File: config.mk
export PLATFORM = sky130hd
export DESIGN_NAME = uart_cfg_rx
export DESIGN_NICKNAME = d
export VERILOG_FILES = /design/src/rtl/uart_cfg_rx.sv
export SDC_FILE = /design/constraint.sdc
export NUM_CORES = 1
export LEC_CHECK = 0
export CAP_MARGIN = 20
export CORE_ASPECT_RATIO = 2
export CORE_MARGIN = 3
export CORE_UTILIZATION = 25
export DETAILED_ROUTE_END_ITERATION = 8
export DONT_BUFFER_PORTS = 1
export PLACE_DENSITY_LB_ADDON = 0.2
export SLEW_MARGIN = 20
export SYNTH_ARGS = -nofsm -noshare
export SYNTH_HDL_FRONTEND = slang
export SYNTH_SLANG_ARGS = --single-unit
export TNS_END_PERCENT = 5
File: constraint.sdc
create_clock -name clk -period 3 [get_ports clk]
set_input_delay 0.45 -clock clk [delete_from_list [all_inputs] [get_ports clk]]
set_output_delay 0.45 -clock clk [all_outputs]
set_load 0.01 [all_outputs]
File: src/rtl/uart_cfg_rx.sv
// Addressed UART config receiver: (index, value) frame pairs write PAR_NUM registers.
// Optional even parity bit when UART_PARITY_EN is defined.
module uart_cfg_rx #(
    parameter int CLK_DIV      = 52,
    parameter int DATA_BITS    = 8,
    parameter int PAR_NUM      = 5,
    parameter int TIMEOUT_BITS = 20,
    localparam int IW = (PAR_NUM > 1) ? $clog2(PAR_NUM) : 1
) (
    input  logic                         clk,
    input  logic                         rst_n,
    input  logic                         uart_data,
    output logic [PAR_NUM*DATA_BITS-1:0] par_bus,
    output logic                         upd_stb,
    output logic [IW-1:0]                upd_idx,
    output logic                         frame_err,
    output logic                         addr_err,
    output logic                         par_err
);
    localparam int CW     = $clog2(CLK_DIV);
    localparam int BW     = (DATA_BITS > 1) ? $clog2(DATA_BITS) : 1;
    localparam int TO_LIM = TIMEOUT_BITS * CLK_DIV;
    localparam int TW     = $clog2(TO_LIM + 1);

    typedef enum logic [2:0] {B_IDLE, B_START, B_DATA, B_PAR, B_STOP} bst_t;
    typedef enum logic {P_IDX, P_VAL} pst_t;

    logic [1:0]                   r_sync;
    logic                         r_rx_d;
    bst_t                         r_bst, w_bst_nxt;
    logic [CW-1:0]                r_cnt, w_cnt_nxt;
    logic [BW-1:0]                r_bitn, w_bitn_nxt;
    logic [DATA_BITS-1:0]         r_shift, w_shift_nxt;
    pst_t                         r_pst, w_pst_nxt;
    logic [TW-1:0]                r_tcnt, w_tcnt_nxt;
    logic [IW-1:0]                r_idx;
    logic [PAR_NUM*DATA_BITS-1:0] r_par_bus;
    logic [IW-1:0]                r_upd_idx;
    logic                         r_upd_stb, r_frame_err, r_addr_err, r_par_err;
    logic                         w_rx_s, w_fall, w_zero, w_start, w_done, w_stop_ok;
    logic                         w_ferr, w_perr, w_valid, w_in_range, w_latch, w_wr;
`ifdef UART_PARITY_EN
    logic                         r_par, w_par_nxt;
`endif

    assign w_rx_s     = r_sync[1];
    assign w_fall     = r_rx_d & ~w_rx_s;
    assign w_zero     = (r_cnt == '0);
    assign w_in_range = (32'(r_shift) < 32'(PAR_NUM));

    always_ff @(posedge clk or negedge rst_n) begin
        if (!rst_n) begin
            r_sync <= 2'b11;
            r_rx_d <= 1'b1;
        end else begin
            r_sync <= {r_sync[0], uart_data};
            r_rx_d <= r_sync[1];
        end
    end

    always_comb begin
        w_bst_nxt   = r_bst;
        w_cnt_nxt   = r_cnt;
        w_bitn_nxt  = r_bitn;
        w_shift_nxt = r_shift;
`ifdef UART_PARITY_EN
        w_par_nxt   = r_par;
`endif
        w_start     = 1'b0;
        w_done      = 1'b0;
        w_stop_ok   = 1'b0;
        unique case (r_bst)
            B_IDLE: begin
                if (w_fall) begin
                    w_bst_nxt = B_START;
                    w_cnt_nxt = CW'(CLK_DIV / 2 - 1);
                    w_start   = 1'b1;
                end
            end
            B_START: begin
                if (!w_zero) begin
                    w_cnt_nxt = r_cnt - 1'b1;
                end else if (w_rx_s) begin
                    w_bst_nxt = B_IDLE;
                end else begin
                    w_bst_nxt  = B_DATA;
                    w_cnt_nxt  = CW'(CLK_DIV - 1);
                    w_bitn_nxt = '0;
                end
            end
            B_DATA: begin
                if (!w_zero) begin
                    w_cnt_nxt = r_cnt - 1'b1;
                end else begin
                    w_shift_nxt = {w_rx_s, r_shift[DATA_BITS-1:1]};
                    w_cnt_nxt   = CW'(CLK_DIV - 1);
                    w_bitn_nxt  = r_bitn + 1'b1;
                    if (r_bitn == BW'(DATA_BITS - 1)) begin
`ifdef UART_PARITY_EN
                        w_bst_nxt = B_PAR;
`else
                        w_bst_nxt = B_STOP;
`endif
                    end
                end
            end
            B_PAR: begin
                if (!w_zero) begin
                    w_cnt_nxt = r_cnt - 1'b1;
                end else begin
`ifdef UART_PARITY_EN
                    w_par_nxt = w_rx_s;
`endif
                    w_bst_nxt = B_STOP;
                    w_cnt_nxt = CW'(CLK_DIV - 1);
                end
            end
            B_STOP: begin
                if (!w_zero) begin
                    w_cnt_nxt = r_cnt - 1'b1;
                end else begin
                    w_done    = 1'b1;
                    w_stop_ok = w_rx_s;
                    w_bst_nxt = B_IDLE;
                end
            end
            default: w_bst_nxt = B_IDLE;
        endcase
    end

    // A bad stop bit takes precedence over a parity mismatch
    assign w_ferr = w_done & ~w_stop_ok;
`ifdef UART_PARITY_EN
    assign w_perr = w_done & w_stop_ok & (r_par != ^r_shift);
`else
    assign w_perr = 1'b0;
`endif
    assign w_valid = w_done & w_stop_ok & ~w_perr;

    always_comb begin
        w_pst_nxt  = r_pst;
        w_tcnt_nxt = r_tcnt;
        w_latch    = 1'b0;
        w_wr       = 1'b0;
        unique case (r_pst)
            P_IDX: begin
                w_tcnt_nxt = '0;
                if (w_valid && w_in_range) begin
                    w_latch   = 1'b1;
                    w_pst_nxt = P_VAL;
                end
            end
            P_VAL: begin
                if (w_start)
                    w_tcnt_nxt = '0;
                else if (r_bst == B_IDLE && r_tcnt != TW'(TO_LIM))
                    w_tcnt_nxt = r_tcnt + 1'b1;
                if (w_valid) begin
                    w_wr      = 1'b1;
                    w_pst_nxt = P_IDX;
                end else if (w_ferr || w_perr) begin
                    w_pst_nxt = P_IDX;
                end else if (r_tcnt == TW'(TO_LIM) && !w_start) begin
                    w_pst_nxt = P_IDX;
                end
            end
            default: w_pst_nxt = P_IDX;
        endcase
    end

    always_ff @(posedge clk or negedge rst_n) begin
        if (!rst_n) begin
            r_bst   <= B_IDLE;
            r_cnt   <= '0;
            r_bitn  <= '0;
            r_shift <= '0;
`ifdef UART_PARITY_EN
            r_par   <= 1'b0;
`endif
        end else begin
            r_bst   <= w_bst_nxt;
            r_cnt   <= w_cnt_nxt;
            r_bitn  <= w_bitn_nxt;
            r_shift <= w_shift_nxt;
`ifdef UART_PARITY_EN
            r_par   <= w_par_nxt;
`endif
        end
    end

    always_ff @(posedge clk or negedge rst_n) begin
        if (!rst_n) begin
            r_pst       <= P_IDX;
            r_tcnt      <= '0;
            r_idx       <= '0;
            r_par_bus   <= '0;
            r_upd_idx   <= '0;
            r_upd_stb   <= 1'b0;
            r_frame_err <= 1'b0;
            r_addr_err  <= 1'b0;
            r_par_err   <= 1'b0;
        end else begin
            r_pst       <= w_pst_nxt;
            r_tcnt      <= w_tcnt_nxt;
            r_upd_stb   <= w_wr;
            r_frame_err <= w_ferr;
            r_par_err   <= w_perr;
            r_addr_err  <= (r_pst == P_IDX) && w_valid && !w_in_range;
            if (w_latch)
                r_idx <= r_shift[IW-1:0];
            if (w_wr) begin
                r_upd_idx <= r_idx;
                for (int i = 0; i < PAR_NUM; i++)
                    if (r_idx == IW'(i))
                        r_par_bus[i*DATA_BITS +: DATA_BITS] <= r_shift;
            end
        end
    end

    assign par_bus   = r_par_bus;
    assign upd_stb   = r_upd_stb;
    assign upd_idx   = r_upd_idx;
    assign frame_err = r_frame_err;
    assign addr_err  = r_addr_err;
    assign par_err   = r_par_err;
endmodule

==> results.ini, run 1 <==
[synthesis]
ys_ff_latch=84
synth_area_sq_um=3790
number_of_enable_type_register_cells_in_the_synthesized_netlist=0
synth_nets=308
netlist-cell-type-count=48
warnings_from_yosys=0
synth.yosys.seq_area_share_pct=55.5
syn_avg_cell_area_sq_um=12.6
postSynth.asyncResetShare_pct=100
number_of_instances_in_the_synthesized_netlist=300
synth-main-ff-cell=sky130_fd_sc_hd__dfrtp_1

[power]
power-per-cell-area_nw_per_um2=647
power_switching_share_pct=29.9
worst_ir_drop_vdd_uv=230
net-switching-power_uw=835
pwr-share-comb_pct=17.9
clock_power_share_pct=37.1
seq_power_share_pct=45.0
leakagePower_nw=2.01
p_int_mw=1.96

[hold_path]
hold_path.class=input pin to async pin

[clock_network]
clock_path_buffers=2
clk_root_buffer_cell=sky130_fd_sc_hd__clkbuf_16
clock_tree_from_tritoncts=built
cts-buffers-inserted=9
clock-sinks=84
cts.htree.levels=3
worst_skew_pair.late_latency_ns=0.34
path_clk_slew_ns=0.06

[route]
routed_wl_mm=8.78
drt_first_iter_violations=111
detail_route.wl_per_cell_um=17.3
drtPass1Iterations=4
postRouteAntennaNets=0
detailroute.via_count=2322
post-route-drc-count=0
post_detailed_route_via_to_cell_ratio=4.58

[floorplan]
initial_core_utilization_pct=25.6
rows=63
ioPinCount=50
core_area_sq_um=14800
die_span_in_y_um=180
die_area_sq_um=16800
die-width_um=93.1

[cells_and_area]
drive_above_1_share_pct=28.5
area.growth.synth_to_final_pct=14.0
insertedDiodeCount=0
layout.nets=315

[critical_path]
worstReg2RegStart=r_cnt[0]
slowest_stage=sky130_fd_sc_hd__or4_1
crit_path_end_kind=flip-flop
timing.reg2reg.setup_slack_ns=0.21
worstPathArrival_ns=3.01
regToRegEndpoint=par_bus[4]
crit_path_max_incr_delay_ns=0.67
critical_path_class=flip-flop to flip-flop
path_max_fanout=9
category_of_the_worst_setup_path_launch_point=flip-flop
worst_r2r_path_depth=6
critical_path.cell_chain=inv_1, ha_1, or3b_4, or4_4, or4_1, mux2_2
required_time_worst_endpoint_ns=3.22

[placed_design]
gp_congestion=0.732
final_hpwl_from_detailed_placement_mm=6.37
port_buffers=0

[timing]
finalMaxSlewViolations=0
maxSlewHeadroom_pct=60.0
fin_crit_sh_pct=93.0
setup_viol=0
max_freq_mhz=358
tightest_slew_ns=0.594
setup_tns_ns=0
period_minus_ws_final_ns=2.79
clock_skew_ns=0.00796
finalHoldWorstSlack_ns=0.0106
final_hold_viol_count=0
grt_setup_unrepaired=false

[global_route]
globalRouteMet3Util_pct=2.30
antenna_found_initial=0
grt-ovfl-total=0
met1_usage_pct=11.2
gr-max-usage-layer=met2
grt_usage_pct=10.9
via_count_of_the_first_global_routing_pass=2459
met2_usage_pct=20.4
pin_count_of_the_biggest_net_entering_global_routing=85
global_route_wire_length_before_repair_mm=14.1

[job]
max_cap_violations=0

[outcome]
run_status=finished, final reports clean

==> worst max-delay path by stage <==
| stage | startpoint | cells after the start | to |
|---|---|---|---|
| 5_1_grt | r_cnt[0] | 6 | par_bus[3] |
| 2_1_floorplan | r_cnt[0] | 8 | par_bus[32] |
| 4_1_cts | r_cnt[0] | 6 | par_bus[4] |
| 6_report | r_cnt[0] | 6 | par_bus[4] |
| 3_3_place_gp | r_cnt[0] | 6 | par_bus[6] |
| 3_5_place_dp | r_cnt[0] | 6 | par_bus[5] |
==> through the flow <==
| stage | util (%) | instances | worst slack (ns) | cell area, sq um | total power, mW |
|---|---|---|---|---|---|
| floorplan | - | 300 | 0.298 | 3790 | 1.62 |
| global placement | 27.1 | 490 | 0.240 | 4020 | 1.75 |
| detailed placement | 27.1 | 490 | 0.186 | 4020 | 1.75 |
| CTS | 29.2 | 507 | 0.184 | 4320 | 2.85 |
| global route | 29.2 | 507 | 0.0976 | 4320 | 2.95 |
| finish | 29.2 | 507 | 0.211 | 4320 | 2.79 |
==> state kept, by name, summed over array words and instances, names as in the netlist <==
signal,cells
r_shift,8
r_cnt,6
addr_err,1
upd_stb,1
r_tcnt,11
r_pst,1
r_rx_d,1
par_bus,40
r_sync,2
r_idx,3
frame_err,1
r_bst,3
r_bitn,3
upd_idx,3
==> layout by cell type (no fill, tap or decap), types with 2 or more instances in the layout <==
master / synthesis / routed
sky130_fd_sc_hd__mux2_2: 30 / 30
sky130_fd_sc_hd__a22oi_1: 2 / 2
sky130_fd_sc_hd__nor3b_1: 3 / 3
sky130_fd_sc_hd__and3_1: 5 / 5
sky130_fd_sc_hd__mux2_4: 24 / 24
sky130_fd_sc_hd__or2_2: 3 / 3
sky130_fd_sc_hd__nor4_1: 2 / 2
sky130_fd_sc_hd__clkbuf_16: 0 / 9
sky130_fd_sc_hd__nand2_1: 15 / 15
sky130_fd_sc_hd__dfstp_2: 3 / 3
sky130_fd_sc_hd__nand2b_1: 2 / 2
sky130_fd_sc_hd__nor2b_1: 2 / 2
sky130_fd_sc_hd__nand3_1: 7 / 7
sky130_fd_sc_hd__dfrtp_1: 81 / 81
sky130_fd_sc_hd__clkinvlp_4: 0 / 3
sky130_fd_sc_hd__a21oi_1: 10 / 10
sky130_fd_sc_hd__o21ai_0: 13 / 13
sky130_fd_sc_hd__or4b_1: 2 / 2
sky130_fd_sc_hd__inv_1: 10 / 10
sky130_fd_sc_hd__nand4_1: 4 / 4
sky130_fd_sc_hd__buf_4: 3 / 7
sky130_fd_sc_hd__nor3_1: 9 / 9
sky130_fd_sc_hd__inv_6: 0 / 2
sky130_fd_sc_hd__nor2_1: 15 / 15
sky130_fd_sc_hd__ha_1: 5 / 5
sky130_fd_sc_hd__a211o_1: 2 / 2
sky130_fd_sc_hd__or3_1: 9 / 9
sky130_fd_sc_hd__xnor2_1: 2 / 2
sky130_fd_sc_hd__mux2i_1: 7 / 7
sky130_fd_sc_hd__and2_1: 3 / 3
==> what timing repair did <==
action	in CTS	in global routing
hold buffers	1	0
setup endpoints to repair	0	0
hold endpoints to repair	84	0
setup buffers	0	0
gates resized for setup	0	0
==> power by group through the flow <==
stage	Sequential (mW)	Combinational, mW	Clock [mW]
floorplan	1.26	0.362	0
global placement	1.28	0.474	0
detailed placement	1.28	0.476	0
CTS	1.26	0.507	1.08
global route	1.27	0.566	1.12
finish	1.26	0.500	1.04
==> logic make-up after synthesis <==
family | share of synthesized area, %
multiplexers | 20.3
buffers and inverters | 2.90
other | 0.0989
AND/OR/NAND/NOR | 13.0
XOR/XNOR | 0.693
AO/OA/AOI/OAI | 5.81
adder cells (fa/ha/maj) | 1.65
flip-flops | 55.5
==> worst max-delay path: cells and delay by family (launching register included) <==
kind | cells | cell delay (ns)
fa+ha+maj | 1 | 0.20
buf+inv | 1 | 0.09
flops | 1 | 0.37
mux | 1 | 0.36
simple gates | 3 | 1.65
==> per-layer routing <==
metal  up-vias  routed length, um  share of wire (%)
met3        17                290                3.3
met5         -                  0                  0
met1      1159               3280                 37
met4         0                291                3.3
li1       1092                  -                  -
met2        54               4920                 56
==> cells in the mapped netlist (4+ instances only) <==
library cell               instances  share of area (%)
sky130_fd_sc_hd__nand2_1          15                1.5
sky130_fd_sc_hd__o21ai_0          13                1.7
sky130_fd_sc_hd__mux2_4           24                9.5
sky130_fd_sc_hd__ha_1              5                1.7
sky130_fd_sc_hd__nand4_1           4               0.66
sky130_fd_sc_hd__nand3_1           7               0.92
sky130_fd_sc_hd__or3_1             9                1.5
sky130_fd_sc_hd__a21oi_1          10                1.3
sky130_fd_sc_hd__mux2i_1           7                1.8
sky130_fd_sc_hd__dfrtp_1          81                 53
sky130_fd_sc_hd__clkbuf_1          6               0.59
sky130_fd_sc_hd__nor2_1           15                1.5
sky130_fd_sc_hd__inv_1            10               0.99
sky130_fd_sc_hd__and3_1            5               0.83
sky130_fd_sc_hd__mux2_2           30                8.9
sky130_fd_sc_hd__nor3_1            9                1.2
==> cell type report <==
class	instances	area, sq um
fill	1570	10500
tap	195	244
timing repair buffer	8	80.1
inverter	10	37.5
sequential	84	2110
clock inverter	6	48.8
clock buffer	10	229
multi-input combinational	194	1580
No activity file was read; power rests on OpenSTA's default activity.
==> run 2, diff against run 1 <==
--- a/config.mk
+++ b/config.mk
@@ -12,6 +12,7 @@
 export DETAILED_ROUTE_END_ITERATION = 8
 export DONT_BUFFER_PORTS = 1
 export PLACE_DENSITY_LB_ADDON = 0.2
+export SETUP_SLACK_MARGIN = 0.1
 export SLEW_MARGIN = 20
 export SYNTH_ARGS = -nofsm -noshare
 export SYNTH_HDL_FRONTEND = slang
==> constraint.sdc (replaced) <==
create_clock -name clk -period 3 [get_ports clk]
set_input_delay 0.45 -clock clk [delete_from_list [all_inputs] [get_ports clk]]
set_output_delay 0.45 -clock clk [all_outputs]
set_load 0.05 [all_outputs]
==> run 2 against run 1 <==
Compared with the run above: sequential share of layout area is 0.14 points lower; clock skew rose by 0.0037 ns; count of clock-buffer cells in the layout is the same; register-to-register slack about the same; critical path depth increased by 1; setup slack gained 0.011 ns; worst hold slack got worse by 0.0077 ns; critical path type unchanged; critical endpoint is now par_bus[19].
==> results.ini, run 2 (synthesis gave the netlist of run 1 again) <==
[timing]
tightest_slew_ns=0.586
final_hold_viol_count=0
setup_viol=0
fin_crit_sh_pct=92.6
maxSlewHeadroom_pct=60.5
setup_tns_ns=0
finalMaxSlewViolations=0
clock_skew_ns=0.0117
max_freq_mhz=360
period_minus_ws_final_ns=2.78
grt_setup_unrepaired=false
setup_ws_ns=0.222

[critical_path]
crit_path_max_incr_delay_ns=0.56
cpLargestDelayFamily=simple AND/OR/NAND/NOR gates
critical_path_buf_inv_count=2
critical_path_class=flip-flop to flip-flop
slowest_stage=sky130_fd_sc_hd__or4_4
required_time_worst_endpoint_ns=3.22
crit_path_end_kind=flip-flop
critical_path.cell_chain=inv_1, ha_1, or3b_4, or4_4, or4b_1, buf_4, mux2_4
worstPathArrival_ns=3.00
path_max_fanout=9
category_of_the_worst_setup_path_launch_point=flip-flop

[cells_and_area]
finish.instance_area_sq_um=4330
layout_common_cells=sky130_fd_sc_hd__dfrtp_1, sky130_fd_sc_hd__mux2_2, sky130_fd_sc_hd__mux2_4
layout.nets=315
area.growth.synth_to_final_pct=14.3
largest_register_ff_count=40
insertedDiodeCount=0
nFillCells=1545
drive_above_1_share_pct=28.8
mostFrequentLayoutCell=sky130_fd_sc_hd__dfrtp_1

[route]
detailroute.via_count=2340
detailroute.wirelength.met3_um=368
postRouteAntennaNets=0
post_detailed_route_via_to_cell_ratio=4.62
met2_length_mm=5.00
wirelength_met1_mm=3.30
detail_route.wl_per_cell_um=17.5
routed_wl_mm=8.87
drtPass1Iterations=5
drt_first_iter_violations=103
routed.top_layer=met4
post-route-drc-count=0

[hold_path]
hold_path.class=input pin to async pin

[clock_network]
cts-buffers-inserted=9
clock-sinks=84
path_clk_slew_ns=0.07
cts_post_setup_buffers_inserted=0
worst_skew_pair.late_latency_ns=0.34
clock_tree_from_tritoncts=built
cts.htree.levels=3
clk_root_buffer_cell=sky130_fd_sc_hd__clkbuf_16
clock_path_buffers=2

[placed_design]
detailedPlace.worstSlack_ns=0.188
port_buffers=0
final_hpwl_from_detailed_placement_mm=6.40
gp_congestion=0.730
placement.cell_area_sq_um=4020

[floorplan]
rows=63
die-width_um=93.1
initial_core_utilization_pct=25.6
die_area_sq_um=16800
die_span_in_y_um=180
core_area_sq_um=14800
ioPinCount=50

[global_route]
antenna_found_initial=0
grt-ovfl-total=0
global_route_wire_length_before_repair_mm=14.4
grt_usage_pct=11.2
pin_count_of_the_biggest_net_entering_global_routing=85
via_count_of_the_first_global_routing_pass=2490

[power]
worst_ir_drop_vdd_uv=219
power-per-cell-area_nw_per_um2=654
leakagePower_nw=2.03

[outcome]
run_status=finished, final reports clean

[job]
max_cap_violations=0

[run 2: cell count changes in the layout (fill, tap and decap cells not counted), sizes merged]
cell      before  now
clkinvlp       3    0
clkinv         1    3
inv           12   13
[run 2: metrics by stage]
stage	total power [mW]	hold slack, ns	util, %	cells
2_1_floorplan	1.62	0.154	-	300
3_3_place_gp	1.75	0.161	27.1	490
3_5_place_dp	1.76	0.160	27.1	490
4_1_cts	2.88	0.0266	29.2	507
5_1_grt	2.99	0.0353	29.2	507
6_report	2.83	0.00292	29.2	507
[run 2: path summary, 6_finish.rpt]
path	startpoint	end	slack [ns]	cells after the start
setup / recovery	r_cnt[0]	par_bus[19]	0.22	7
hold / removal	rst_n	par_bus[29]	0.003	1
setup reg to reg	r_cnt[0]	par_bus[19]	0.22	7
hold reg to reg	r_sync[0]	r_sync[1]	0.36	0
max in group asynchronous	rst_n	r_rx_d	2.63	1
min in group clk	uart_data	r_sync[0]	0.10	0
[run 2: worst register-to-register path: stages (launching register included)]
cell	delay [ns]
sky130_fd_sc_hd__dfrtp_1	0.37
sky130_fd_sc_hd__inv_1	0.10
sky130_fd_sc_hd__ha_1	0.21
sky130_fd_sc_hd__or3b_4	0.42
sky130_fd_sc_hd__or4_4	0.56
sky130_fd_sc_hd__or4b_1	0.48
sky130_fd_sc_hd__buf_4	0.21
sky130_fd_sc_hd__mux2_4	0.31
[run 2: timing repair]
item | CTS | global route
setup endpoints to repair | 0 | 3
hold buffers | 1 | 0
gates resized for setup | 0 | 1
hold endpoints to repair | 84 | 0
[run 2: metal layers]
metal,vias to the layer above,global-route usage (%)
met5,-,0
met4,0,4.29
met3,15,2.84
met2,62,21.2
met1,1178,11.3
li1,1085,-
[run 2: layout make-up]
cell class	count	area, sq um	area share, %
repair buffers	8	80.1	1.85
multi-input cells	194	1580	36.4
inverters	10	37.5	0.866
well taps	195	244	5.63
clock buffers	10	229	5.28
flip-flops and latches	84	2110	48.6
clock inverters	6	57.6	1.33
[run 2: report_power, final]
group	internal, mW	switching, mW	total, mW
sequential	1.19	0.0602	1.26
combinational	0.195	0.310	0.505
clock	0.581	0.494	1.07
total	1.97	0.864	2.83
